File: config.mk
export PLATFORM = sky130hd
export DESIGN_NAME = btn_dir_queue
export DESIGN_NICKNAME = d
export VERILOG_FILES = /design/src/rtl/pacman_pkg.sv /design/src/rtl/dir_fifo.sv /design/src/rtl/btn_dir_queue.sv
export SDC_FILE = /design/constraint.sdc
export NUM_CORES = 1
export LEC_CHECK = 0
export CAP_MARGIN = 20
export CORE_MARGIN = 2
export CORE_UTILIZATION = 50
export CTS_CLUSTER_SIZE = 8
export DETAILED_ROUTE_END_ITERATION = 12
export GPL_ROUTABILITY_DRIVEN = 0
export PLACE_DENSITY = 0.69
export REMOVE_ABC_BUFFERS = 1
export SETUP_SLACK_MARGIN = 0.15
export SLEW_MARGIN = 20
export SYNTH_ARGS = -nofsm -noshare
export SYNTH_HDL_FRONTEND = slang
export SYNTH_HIERARCHICAL = 1
export SYNTH_SLANG_ARGS = --single-unit
export TNS_END_PERCENT = 20
File: constraint.sdc
create_clock -name clk -period 5.3 [get_ports clk]
set_input_delay 1.06 -clock clk [delete_from_list [all_inputs] [get_ports clk]]
set_output_delay 1.06 -clock clk [all_outputs]
set_load 0.01 [all_outputs]
File: src/rtl/pacman_pkg.sv
// Shared Pacman definitions: direction encoding reused by the movement FSM,
// button timing defaults and small direction helpers.
package pacman_pkg;

    typedef logic [1:0] dir_t;

    localparam dir_t DIR_UP    = 2'd0;
    localparam dir_t DIR_DOWN  = 2'd1;
    localparam dir_t DIR_LEFT  = 2'd2;
    localparam dir_t DIR_RIGHT = 2'd3;

    // 250 ms at 100 MHz
    localparam int REPEAT_CYCLES_DEFAULT = 25_000_000;

    // Button vector bit order is {right, left, down, up}, so bit index equals code.
    function automatic dir_t prio_dir(input logic [3:0] btns);
        dir_t d;
        if (btns[0]) begin
            d = DIR_UP;
        end else if (btns[1]) begin
            d = DIR_DOWN;
        end else if (btns[2]) begin
            d = DIR_LEFT;
        end else begin
            d = DIR_RIGHT;
        end
        return d;
    endfunction

    function automatic logic is_onehot(input logic [3:0] v);
        return (v != 4'b0000) && ((v & (v - 4'd1)) == 4'b0000);
    endfunction

endpackage

File: src/rtl/dir_fifo.sv
// Small synchronous FIFO for direction commands. Registered head and valid;
// a full FIFO accepts a push only when the head is popped on the same edge.
module dir_fifo #(
    parameter int DEPTH = 4,
    parameter int WIDTH = 2,
    localparam int PW = $clog2(DEPTH),
    localparam int CW = PW + 1
) (
    input  logic             clk,
    input  logic             rst_n,
    input  logic             push,
    input  logic [WIDTH-1:0] din,
    input  logic             pop_req,
    output logic             valid,
    output logic [WIDTH-1:0] dout,
    output logic [CW-1:0]    count,
    output logic             drop
);

    logic [WIDTH-1:0] mem_r [DEPTH];
    logic [PW-1:0]    wr_ptr_r;
    logic [PW-1:0]    rd_ptr_r;
    logic [CW-1:0]    count_r;
    logic [CW-1:0]    count_nxt_s;
    logic             valid_r;
    logic             full_s;
    logic             do_push_s;
    logic             do_pop_s;
    logic             drop_s;

    // Handshake qualification and next occupancy.
    always_comb begin
        full_s    = (count_r == CW'(DEPTH));
        do_pop_s  = valid_r && pop_req;
        do_push_s = push && (!full_s || do_pop_s);
        drop_s    = push && full_s && !do_pop_s;
        case ({do_push_s, do_pop_s})
            2'b10:   count_nxt_s = count_r + CW'(1);
            2'b01:   count_nxt_s = count_r - CW'(1);
            default: count_nxt_s = count_r;
        endcase
    end

    // Storage, pointers and occupancy; pointers wrap naturally at the power-of-two depth.
    always_ff @(posedge clk or negedge rst_n) begin
        if (!rst_n) begin
            for (int i = 0; i < DEPTH; i++) begin
                mem_r[i] <= {WIDTH{1'b0}};
            end
            wr_ptr_r <= {PW{1'b0}};
            rd_ptr_r <= {PW{1'b0}};
            count_r  <= {CW{1'b0}};
            valid_r  <= 1'b0;
        end else begin
            if (do_push_s) begin
                mem_r[wr_ptr_r] <= din;
                wr_ptr_r        <= wr_ptr_r + PW'(1);
            end
            if (do_pop_s) begin
                rd_ptr_r <= rd_ptr_r + PW'(1);
            end
            count_r <= count_nxt_s;
            valid_r <= (count_nxt_s != {CW{1'b0}});
        end
    end

    assign valid = valid_r;
    assign dout  = mem_r[rd_ptr_r];
    assign count = count_r;
    assign drop  = drop_s;

endmodule

File: src/rtl/btn_dir_queue.sv
// Turns debounced direction buttons into queued direction commands: edge
// detection with fixed priority, single-button auto-repeat, and a small FIFO.
module btn_dir_queue
    import pacman_pkg::*;
#(
    parameter int REPEAT_CYCLES = REPEAT_CYCLES_DEFAULT,
    parameter int FIFO_DEPTH    = 4
) (
    input  logic                        clk,
    input  logic                        rst_n,
    input  logic                        btn_up,
    input  logic                        btn_down,
    input  logic                        btn_left,
    input  logic                        btn_right,
    input  logic                        dir_ready,
    input  logic                        ovf_clr,
    output logic                        dir_valid,
    output logic [1:0]                  dir_code,
    output logic [$clog2(FIFO_DEPTH):0] dir_count,
    output logic                        overflow
);

    localparam int RW = $clog2(REPEAT_CYCLES);

    logic [3:0]    btn_s;
    logic [3:0]    sync1_r;
    logic [3:0]    sync2_r;
    logic [3:0]    prev_r;
    logic [3:0]    rise_s;
    logic [RW-1:0] rpt_cnt_r;
    logic [RW-1:0] rpt_cnt_nxt_s;
    logic          rpt_fire_s;
    logic          cmd_valid_s;
    dir_t          cmd_dir_s;
    logic          fifo_drop_s;
    logic          overflow_r;

    assign btn_s = {btn_right, btn_left, btn_down, btn_up};

    // Two-flop synchronizer plus previous-value register for edge detection.
    always_ff @(posedge clk or negedge rst_n) begin
        if (!rst_n) begin
            sync1_r <= 4'b0000;
            sync2_r <= 4'b0000;
            prev_r  <= 4'b0000;
        end else begin
            sync1_r <= btn_s;
            sync2_r <= sync1_r;
            prev_r  <= sync2_r;
        end
    end

    // Edge/repeat command generation; the repeat counter is 0 on any edge cycle.
    always_comb begin
        rise_s        = sync2_r & ~prev_r;
        rpt_fire_s    = 1'b0;
        rpt_cnt_nxt_s = {RW{1'b0}};
        if ((sync2_r != prev_r) || !is_onehot(sync2_r)) begin
            rpt_cnt_nxt_s = {RW{1'b0}};
        end else if (rpt_cnt_r == RW'(REPEAT_CYCLES - 1)) begin
            rpt_fire_s    = 1'b1;
            rpt_cnt_nxt_s = {RW{1'b0}};
        end else begin
            rpt_cnt_nxt_s = rpt_cnt_r + RW'(1);
        end
        cmd_valid_s = (rise_s != 4'b0000) || rpt_fire_s;
        if (rise_s != 4'b0000) begin
            cmd_dir_s = prio_dir(rise_s);
        end else begin
            cmd_dir_s = prio_dir(sync2_r);
        end
    end

    // Repeat counter and sticky, set-dominant overflow flag.
    always_ff @(posedge clk or negedge rst_n) begin
        if (!rst_n) begin
            rpt_cnt_r  <= {RW{1'b0}};
            overflow_r <= 1'b0;
        end else begin
            rpt_cnt_r <= rpt_cnt_nxt_s;
            if (fifo_drop_s) begin
                overflow_r <= 1'b1;
            end else if (ovf_clr) begin
                overflow_r <= 1'b0;
            end else begin
                overflow_r <= overflow_r;
            end
        end
    end

    dir_fifo #(
        .DEPTH (FIFO_DEPTH),
        .WIDTH (2)
    ) u_fifo (
        .clk     (clk),
        .rst_n   (rst_n),
        .push    (cmd_valid_s),
        .din     (cmd_dir_s),
        .pop_req (dir_ready),
        .valid   (dir_valid),
        .dout    (dir_code),
        .count   (dir_count),
        .drop    (fifo_drop_s)
    );

    assign overflow = overflow_r;

endmodule

==> flow_summary.yaml, run 1 <==
final_layout:
  fin_cells: 320
  insertedDiodeCount: 0
  nFillCells: 440
  area_delta_synth_final_pct: 9.78
  utilization: 0.578
  drive_gt1_frac: 0.156
  final_net_count: 268
clock_network:
  cts_buffer_depth: 2
  cts-resized-gates: 0
  cts_buffers: 5
  cts.clk_slew.worst_paths_ns: 0.10
  clk_latency_ns: 0.31
  postCtsHoldBufs: 0
  h-tree-depth: 2
  root_buffer: "clkbuf_8"
  cts.sinks: 54
  cts_setup_buffers: 0
  cts_tree: "done"
critical_path:
  cp-end-kind: "flop"
  critical_path_class: "reg -> reg"
  cp-start-kind: "flop"
  r2r_slack_ns: 2.15
  required_ns: 5.49
  r2r_end: "u_fifo/valid$_DFF_PN0_"
  crit_arrival_ns: 3.33
  reg2regPathDepth: 11
  worstReg2RegStart: "rpt_cnt_r[0]$_DFF_PN0_"
  cp_max_fo: 8
timing:
  tightestPinTransition_ns: 0.671
  setup_tns_ns: 0
  final_hold_viol_count: 0
  layout_min_cycle_time_ns: 3.15
  setup_viol: 0
  fmax_mhz: 318
  period_share: 0.594
  timing.final.max_slew_violations: 0
  max-slew-margin-rel: 0.552
  finalClockSkew_ns: 0.00766
  rsz0062_at_grt: "false"
hold_path:
  holdPathStages: 0
  min_from: "sync1_r[0]$_DFF_PN0_"
  min_path_type: "reg -> reg"
  whs_endpoint: "sync2_r[0]$_DFF_PN0_"
detailed_routing:
  dr_total_vias: 1840
  wl_mm: 4.77
  routedWlPerCell_um: 14.9
  viasPerCell: 5.75
  drt_iter0_drc: 72
  drtAntennaViolNets: 0
  dr.pass1.iters: 4
  drc: 0
synthesis:
  yosys_most_used_dff: "dfrtp_1"
  ys_top_cells_by_area: "dfrtp_1 (50%), ha_1 (4.6%), mux2_2 (3.7%)"
  synth_sequential_area_ratio: 0.496
  synth_seq_cells: 54
  ys_warn_count: 6
  yosysMostFrequentCell: "dfrtp_1"
  synth_commonest_cells: "dfrtp_1 (54), nor3_1 (18), nand2_1 (11), nand3_1 (11)"
  synth_cells: 234
  synth_edf_count: 0
  syn_area_per_cell_um2: 11.6
  ys_types: 46
  yosysTopAreaCellShare: 0.496
  syn_area_um2: 2730
  synth_top_cell_by_area: "dfrtp_1"
  async_reset_ff_frac: 1.00
floorplanning:
  die_w_um: 77.8
  start_util: 0.527
  rows: 26
  io_pins: 15
  fp.dieH_um: 77.8
  core_area_um2: 5170
  die_area_um2: 6060
place:
  dpl.hpwl_mm: 3.26
  numPortBuffers: 14
  place_inst: 312
global_route:
  grt_max_degree: 55
  first_global_vias: 1773
  track_usage: 0.174
  grt.overflow.total: 0
  grt_pass1_wl_mm: 8.34
  antenna_found_initial: 0
job:
  maxCapViolations: 0
power:
  powerDensity_nw_per_um2: 362
  leakage_nw: 1.25
  peakVddDrop_mv: 0.174
status:
  status: "complete, no violations"
cells in the final DEF (no fill, tap or decap), drive strengths merged, types with 3 or more instances in the layout:
cell type and instances:
dfrtp 54, nor3 18, clkdlybuf4s50 13, nand2 12, nand3 11, xor2 10
xnor2 10, ha 10, mux2 10, nand4 10, a211oi 10, inv 9
o21ai 9, or3 7, a21oi 7, clkbuf 5, nor4 5, and3 4
and4 4, nor2 3, nor4b 3, or4 3, buf 3
through the flow:
stage          hold slack (ns)  setup WS (ns)  power [mW]  instance area [µm²]
6_report                 0.351           2.15        1.08                 2990
5_1_grt                  0.369           1.82        1.16                 2990
4_1_cts                  0.358           2.13        1.10                 2990
3_5_place_dp             0.340           2.14       0.869                 2900
3_3_place_gp             0.334           2.17       0.858                 2900
2_1_floorplan            0.331           1.72       0.751                 2660
how the worst max path moves through the flow:
stage                                 startpoint                     end  slack, ns
after detailed placement  rpt_cnt_r[0]$_DFF_PN0_  u_fifo/valid$_DFF_PN0_       2.14
after floorplan           rpt_cnt_r[0]$_DFF_PN0_  u_fifo/valid$_DFF_PN0_       1.72
after CTS                 rpt_cnt_r[0]$_DFF_PN0_  u_fifo/valid$_DFF_PN0_       2.13
after global routing      rpt_cnt_r[0]$_DFF_PN0_  u_fifo/valid$_DFF_PN0_       1.82
final                     rpt_cnt_r[0]$_DFF_PN0_  u_fifo/valid$_DFF_PN0_       2.15
after global placement                 dir_ready  u_fifo/valid$_DFF_PN0_       2.17
per-layer routing:
metal  routed length [µm]  part of all wire  track usage
met5                    0                 0            0
met1                 2260              0.47        0.232
met4                   63             0.013       0.0554
met3                   87             0.018       0.0360
met2                 2370              0.50        0.285
where the power goes:
group	internal (mW)	total (mW)	switching, mW
registers	0.479	0.540	0.0612
clock network	0.0931	0.228	0.135
logic	0.189	0.316	0.127
worst max-delay path, cell delays in order, from the launching register on:
cell and delay (ns):
dfrtp_1 0.39, ha_1 0.21, and2_1 0.34, nand4_2 0.19, nor4_4 0.30, a21o_1 0.23, a21bo_4 0.26, ha_1 0.23
fa_1 0.42, mux2_2 0.28, nor2_1 0.09, o211ai_1 0.09
area by class of cell:
class	instances	area, µm²	area share
tap	70	87.6	0.0293
clock inverter	3	21.3	0.00711
inverter	9	33.8	0.0113
sequential	54	1350	0.452
clock buffer	5	68.8	0.0230
timing repair buffer	16	150	0.0502
multi-input combinational	163	1280	0.427
state kept, by name (all words and copies together), names as in the netlist:
register and flops:
rpt_cnt_r 25, sync2_r 4, sync1_r 4, prev_r 4, u_fifo/mem_r 8, u_fifo/count 3, u_fifo/valid 1, overflow 1
u_fifo/rd_ptr_r 2, u_fifo/wr_ptr_r 2
logic make-up (layout without fill, tap and decap cells):
group           Yosys count  in the layout  share of synthesized area
simple gates             87             87                      0.205
flops                    54             54                      0.496
compound gates           33             33                     0.0872
xor+xnor                 20             20                     0.0643
buf+inv                  17             33                     0.0349
mux                      12             12                     0.0592
fa+ha+maj                11             11                     0.0533
Note: power is estimated with default switching activity, not from simulation.
==> run 2, diff against run 1 <==
==> constraint.sdc (replaced) <==
create_clock -name clk -period 3.21 [get_ports clk]
set_input_delay 0.642 -clock clk [delete_from_list [all_inputs] [get_ports clk]]
set_output_delay 0.642 -clock clk [all_outputs]
set_load 0.01 [all_outputs]
==> run 2 against run 1 <==
Compared with the run above: sequential cell count stayed put; fmax rose by 7.4%; final area up 4.6%; count of clock-buffer cells in the layout is 1 higher; setup slack got worse by 1.9 ns; register-to-register slack got worse by 1.9 ns; sequential share of layout area is 1.8 points lower; critical path depth fell by 2.
==> flow_summary.yaml, run 2 (synthesized netlist as in run 1, its figures left out) <==
timing:
  rsz0062_at_grt: "false"
  setup_viol: 0
  fmax_mhz: 341
  layout_min_cycle_time_ns: 2.93
  max-slew-margin-rel: 0.554
  timing.final.max_slew_violations: 0
  finalClockSkew_ns: 0.00827
  tightestPinTransition_ns: 0.668
  final_hold_viol_count: 0
  period_share: 0.914
power:
  p_seq_frac: 0.454
  powerDensity_nw_per_um2: 627
  swShare: 0.268
  p_comb_frac: 0.268
  internal-power_mw: 1.44
  peakVddDrop_mv: 0.287
  p_switching_uw: 525
  p_clk_frac: 0.279
  leakage_nw: 1.30
clock_network:
  cts.sinks: 54
  root_buffer: "clkbuf_8"
  h-tree-depth: 2
  cts_tree: "done"
  cts_buffer_depth: 2
  clk_latency_ns: 0.31
  cts.clk_slew.worst_paths_ns: 0.09
  cts_buffers: 5
place:
  placed_cell_area_um2: 2910
  place_inst: 313
  dpl.hpwl_mm: 3.34
  numPortBuffers: 14
detailed_routing:
  drt_iter0_drc: 85
  viasPerCell: 5.68
  drc: 0
  drtAntennaViolNets: 0
  dr_total_vias: 1845
  wl_mm: 4.94
  dr.pass1.iters: 4
  routedWlPerCell_um: 15.2
final_layout:
  final_net_count: 273
  nFillCells: 432
  largest_register_ff_count: 25
  multi_input_area_um2: 1320
  drive_gt1_frac: 0.212
  post-route-cell-area_um2: 3130
  largest_register: "rpt_cnt_r"
  final_common_cell: "dfrtp_1"
  area.sequential_um2: 1360
  top_regs: "rpt_cnt_r: 25 flops, u_fifo/mem_r: 8 flops"
  fin_cells: 325
  insertedDiodeCount: 0
  layout_common_cells: "dfrtp_1 (49), nor3_1 (18), clkdlybuf4s50_1 (13), nand2_1 (11)"
  area_delta_synth_final_pct: 14.8
floorplanning:
  die_area_um2: 6060
  rows: 26
  start_util: 0.527
  io_pins: 15
  die_w_um: 77.8
  core_area_um2: 5170
  fp.dieH_um: 77.8
hold_path:
  min_path_type: "reg -> reg"
critical_path:
  cp_max_fo: 6
  required_ns: 3.39
  crit_arrival_ns: 3.11
  critical_path_class: "reg -> reg"
  cp-start-kind: "flop"
  cp-end-kind: "flop"
global_route:
  grt_use_met1: 0.232
  antenna_found_initial: 0
  grt_max_degree: 55
  first_global_vias: 1768
  grt_pass1_wl_mm: 8.45
  use_met2: 0.288
  grt.overflow.total: 0
  track_usage: 0.175
  top_usage_layer: "met2"
  met3_usage: 0.0384
status:
  status: "complete, no violations"
job:
  maxCapViolations: 0
[run 2: cell types whose count changed in the layout (fill, tap and decap cells not counted), moves of 2 or more]
| cell | delta |
|---|---|
| dfrtp_2 | +5 |
| ha_2 | +2 |
| buf_4 | +5 |
| bufinv_16 | +2 |
| ha_1 | -2 |
| dfrtp_1 | -5 |
[run 2: through the flow]
step | utilization | hold slack (ns) | setup WS (ns) | power (mW) | setup TNS [ns]
floorplan | - | 0.331 | -0.369 | 1.24 | -0.880
global placement | 0.562 | 0.333 | 0.272 | 1.42 | 0
detailed placement | 0.562 | 0.337 | 0.205 | 1.43 | 0
CTS | 0.590 | 0.356 | 0.187 | 1.99 | 0
global route | 0.605 | 0.357 | 0.131 | 2.08 | 0
finish | 0.605 | 0.351 | 0.277 | 1.96 | 0
[run 2: final timing paths]
check / to / depth (start not counted) / slack [ns] / startpoint
worst max register to register: u_fifo/valid$_DFF_PN0_ / 9 / 0.28 / sync2_r[0]$_DFF_PN0_
max in group asynchronous: rpt_cnt_r[9]$_DFF_PN0_ / 2 / 2.27 / rst_n
worst min-delay path: sync2_r[0]$_DFF_PN0_ / 0 / 0.35 / sync1_r[0]$_DFF_PN0_
worst min register to register: sync2_r[0]$_DFF_PN0_ / 0 / 0.35 / sync1_r[0]$_DFF_PN0_
worst max-delay path: u_fifo/valid$_DFF_PN0_ / 9 / 0.28 / sync2_r[0]$_DFF_PN0_
min in group asynchronous: prev_r[3]$_DFF_PN0_ / 2 / 0.44 / rst_n
[run 2: area by class of cell]
cell class	count	share of cell area
inverter	9	0.0108
sequential	54	0.434
clock inverter	2	0.0192
timing repair buffer	21	0.0600
tap	70	0.0280
clock buffer	6	0.0264
multi-input combinational	163	0.422
[run 2: metal layers]
| metal | up-vias | part of all wire |
|---|---|---|
| met5 | - | 0 |
| met4 | 0 | 0.013 |
| met3 | 6 | 0.026 |
| met2 | 19 | 0.49 |
| met1 | 926 | 0.47 |
| li1 | 894 | - |
[run 2: power groups by stage]
stage,clock network [mW],logic (mW),registers [mW]
global placement,0,0.515,0.901
CTS,0.566,0.529,0.894
detailed placement,0,0.527,0.908
global route,0.593,0.572,0.911
finish,0.547,0.526,0.890
floorplan,0,0.344,0.896
[run 2: critical path, stage by stage, from the launching register on]
cell	delay, ns
dfrtp_2	0.45
ha_1	0.24
or4_1	0.58
a21o_1	0.23
a21bo_4	0.21
ha_2	0.19
fa_1	0.41
mux2_2	0.28
nor2_1	0.11
o211ai_1	0.10
[run 2: repair_timing]
item,4_1_cts,5_1_grt
resized for setup,0,12
endpoints found under the setup margin,0,2
hold buffers,0,0
setup buffers,0,4
==> run 3, diff against run 2 <==
==> constraint.sdc (replaced) <==
create_clock -name clk -period 3 [get_ports clk]
set_input_delay 0.6 -clock clk [delete_from_list [all_inputs] [get_ports clk]]
set_output_delay 0.6 -clock clk [all_outputs]
set_load 0.01 [all_outputs]
==> run 3 against run 2 <==
Compared with the run above: worst hold slack better by 0.0035 ns; critical path depth up 2; die area unchanged; final area up 0.48%; combinational power up 9.7%; count of clock-buffer cells in the layout unchanged; setup slack better by 0.0043 ns.
==> flow_summary.yaml, run 3 (synthesized netlist as in run 1, its figures left out) <==
final_layout:
  final_net_count: 280
  layout_common_cells: "dfrtp_1 (52), nor3_1 (18), buf_4 (14), clkdlybuf4s50_1 (13)"
  largest_register: "rpt_cnt_r"
  fin_cells: 332
  area_delta_synth_final_pct: 15.3
  insertedDiodeCount: 0
  largest_register_ff_count: 25
  top_regs: "rpt_cnt_r: 25 flops, u_fifo/mem_r: 8 flops"
  final_common_cell: "dfrtp_1"
  drive_gt1_frac: 0.229
power:
  powerDensity_nw_per_um2: 621
  internal-power_mw: 1.38
  total_power_mw: 1.95
  p_seq_frac: 0.489
  p_switching_uw: 576
  p_clk_frac: 0.216
  p_comb_frac: 0.295
  leakage_nw: 1.32
  peakVddDrop_mv: 0.307
  swShare: 0.295
hold_path:
  min_path_type: "reg -> reg"
detailed_routing:
  routedWlPerCell_um: 15.3
  drt_iter0_drc: 56
  wl_met1_mm: 2.39
  dr.pass1.iters: 4
  routed.top_layer: "met4"
  viasPerCell: 5.68
  dr_wl_met2_mm: 2.49
  route.met3.wl_um: 113
  drtAntennaViolNets: 0
  dr_total_vias: 1886
  wl_mm: 5.08
  drc: 0
timing:
  max-slew-margin-rel: 0.546
  timing.final.max_slew_violations: 0
  setup_viol: 0
  rsz0062_at_grt: "false"
  tightestPinTransition_ns: 0.680
  holdWs_ns: 0.354
  fmax_mhz: 368
  final_hold_viol_count: 0
  layout_min_cycle_time_ns: 2.72
  finalClockSkew_ns: 0.00779
  period_share: 0.906
critical_path:
  cp_slowest_stage_delay_ns: 0.42
  crit_chain: "ha_4, and2_4, nand4_4, nor4_4, a21o_1, a21bo_4, ha_4, fa_1, mux2_2, nor2_1, o211ai_1"
  required_ns: 3.19
  cpMostUsedCell: "ha_4"
  crit_arrival_ns: 2.91
  worst_path_max_delay_cell: "fa_1"
  path_buf_inv: 0
  cp_max_fo: 3
  critical_path_class: "reg -> reg"
  cp-end-kind: "flop"
  cpLargestDelayFamily: "adder cells"
  cp-start-kind: "flop"
clock_network:
  cts.sinks: 54
  cts_buffer_depth: 2
  cts.clk_slew.worst_paths_ns: 0.10
  h-tree-depth: 2
  clk_latency_ns: 0.31
  cts_tree: "done"
  root_buffer: "clkbuf_8"
  cts_buffers: 5
place:
  numPortBuffers: 14
  place_inst: 319
  dpl.hpwl_mm: 3.40
floorplanning:
  die_w_um: 77.8
  io_pins: 15
  core_area_um2: 5170
  rows: 26
  start_util: 0.527
  fp.dieH_um: 77.8
  die_area_um2: 6060
global_route:
  track_usage: 0.184
  grt.overflow.total: 0
  first_global_vias: 1912
  grt_pass1_wl_mm: 8.79
  grt_max_degree: 55
  antenna_found_initial: 0
status:
  status: "complete, no violations"
job:
  maxCapViolations: 0
-- run 3: worst paths after layout --
kind	cells past startpoint	startpoint	slack, ns	to
max reg2reg	11	rpt_cnt_r[0]$_DFF_PN0_	0.28	u_fifo/valid$_DFF_PN0_
max in group asynchronous	2	rst_n	2.12	sync2_r[0]$_DFF_PN0_
min	0	sync1_r[0]$_DFF_PN0_	0.35	sync2_r[0]$_DFF_PN0_
max	11	rpt_cnt_r[0]$_DFF_PN0_	0.28	u_fifo/valid$_DFF_PN0_
min in group asynchronous	2	rst_n	0.41	prev_r[3]$_DFF_PN0_
min reg2reg	0	sync1_r[0]$_DFF_PN0_	0.35	sync2_r[0]$_DFF_PN0_
-- run 3: layout make-up --
cell class / instances / area [µm²]
fillers: 415 / 2030
flip-flops and latches: 54 / 1350
multi-input cells: 163 / 1330
repair buffers: 28 / 240
well taps: 70 / 87.6
clock buffers: 6 / 82.6
inverters: 9 / 33.8
clock inverters: 2 / 12.5
-- run 3: what timing repair did --
item	in CTS	in global routing
pin swaps	2	5
gates resized for setup	0	12
hold buffers	0	0
setup buffers	1	4
setup endpoints to repair	2	3
-- run 3: per-layer routing --
layer  GRT usage  up-vias
met2       0.299       21
met4      0.0732        0
met3      0.0384        7
met5           0        -
li1            -      918
met1       0.241      940
-- run 3: worst reg2reg max path, cell delays in order (launching register included) --
cell and delay (ns):
dfrtp_1 0.41, ha_4 0.17, and2_4 0.16, nand4_4 0.09, nor4_4 0.32, a21o_1 0.16, a21bo_4 0.25, ha_4 0.17
fa_1 0.42, mux2_2 0.28, nor2_1 0.09, o211ai_1 0.09
-- run 3: metrics by stage --
stage | cell area (µm²) | setup WS (ns) | util | TNS, ns
2_1_floorplan | 2660 | -0.579 | - | -1.51
3_3_place_gp | 2950 | 0.170 | 0.571 | 0
3_5_place_dp | 2950 | 0.0991 | 0.571 | 0
4_1_cts | 3060 | 0.158 | 0.591 | 0
5_1_grt | 3140 | 0.158 | 0.608 | 0
6_report | 3140 | 0.282 | 0.608 | 0
-- run 3: power by group through the flow --
stage          combinational, mW  clock (mW)  sequential, mW
2_1_floorplan              0.368           0           0.959
3_3_place_gp               0.551           0           0.967
3_5_place_dp               0.568           0           0.973
4_1_cts                    0.570       0.438           0.958
5_1_grt                    0.634       0.468           0.974
6_report                   0.577       0.422           0.954
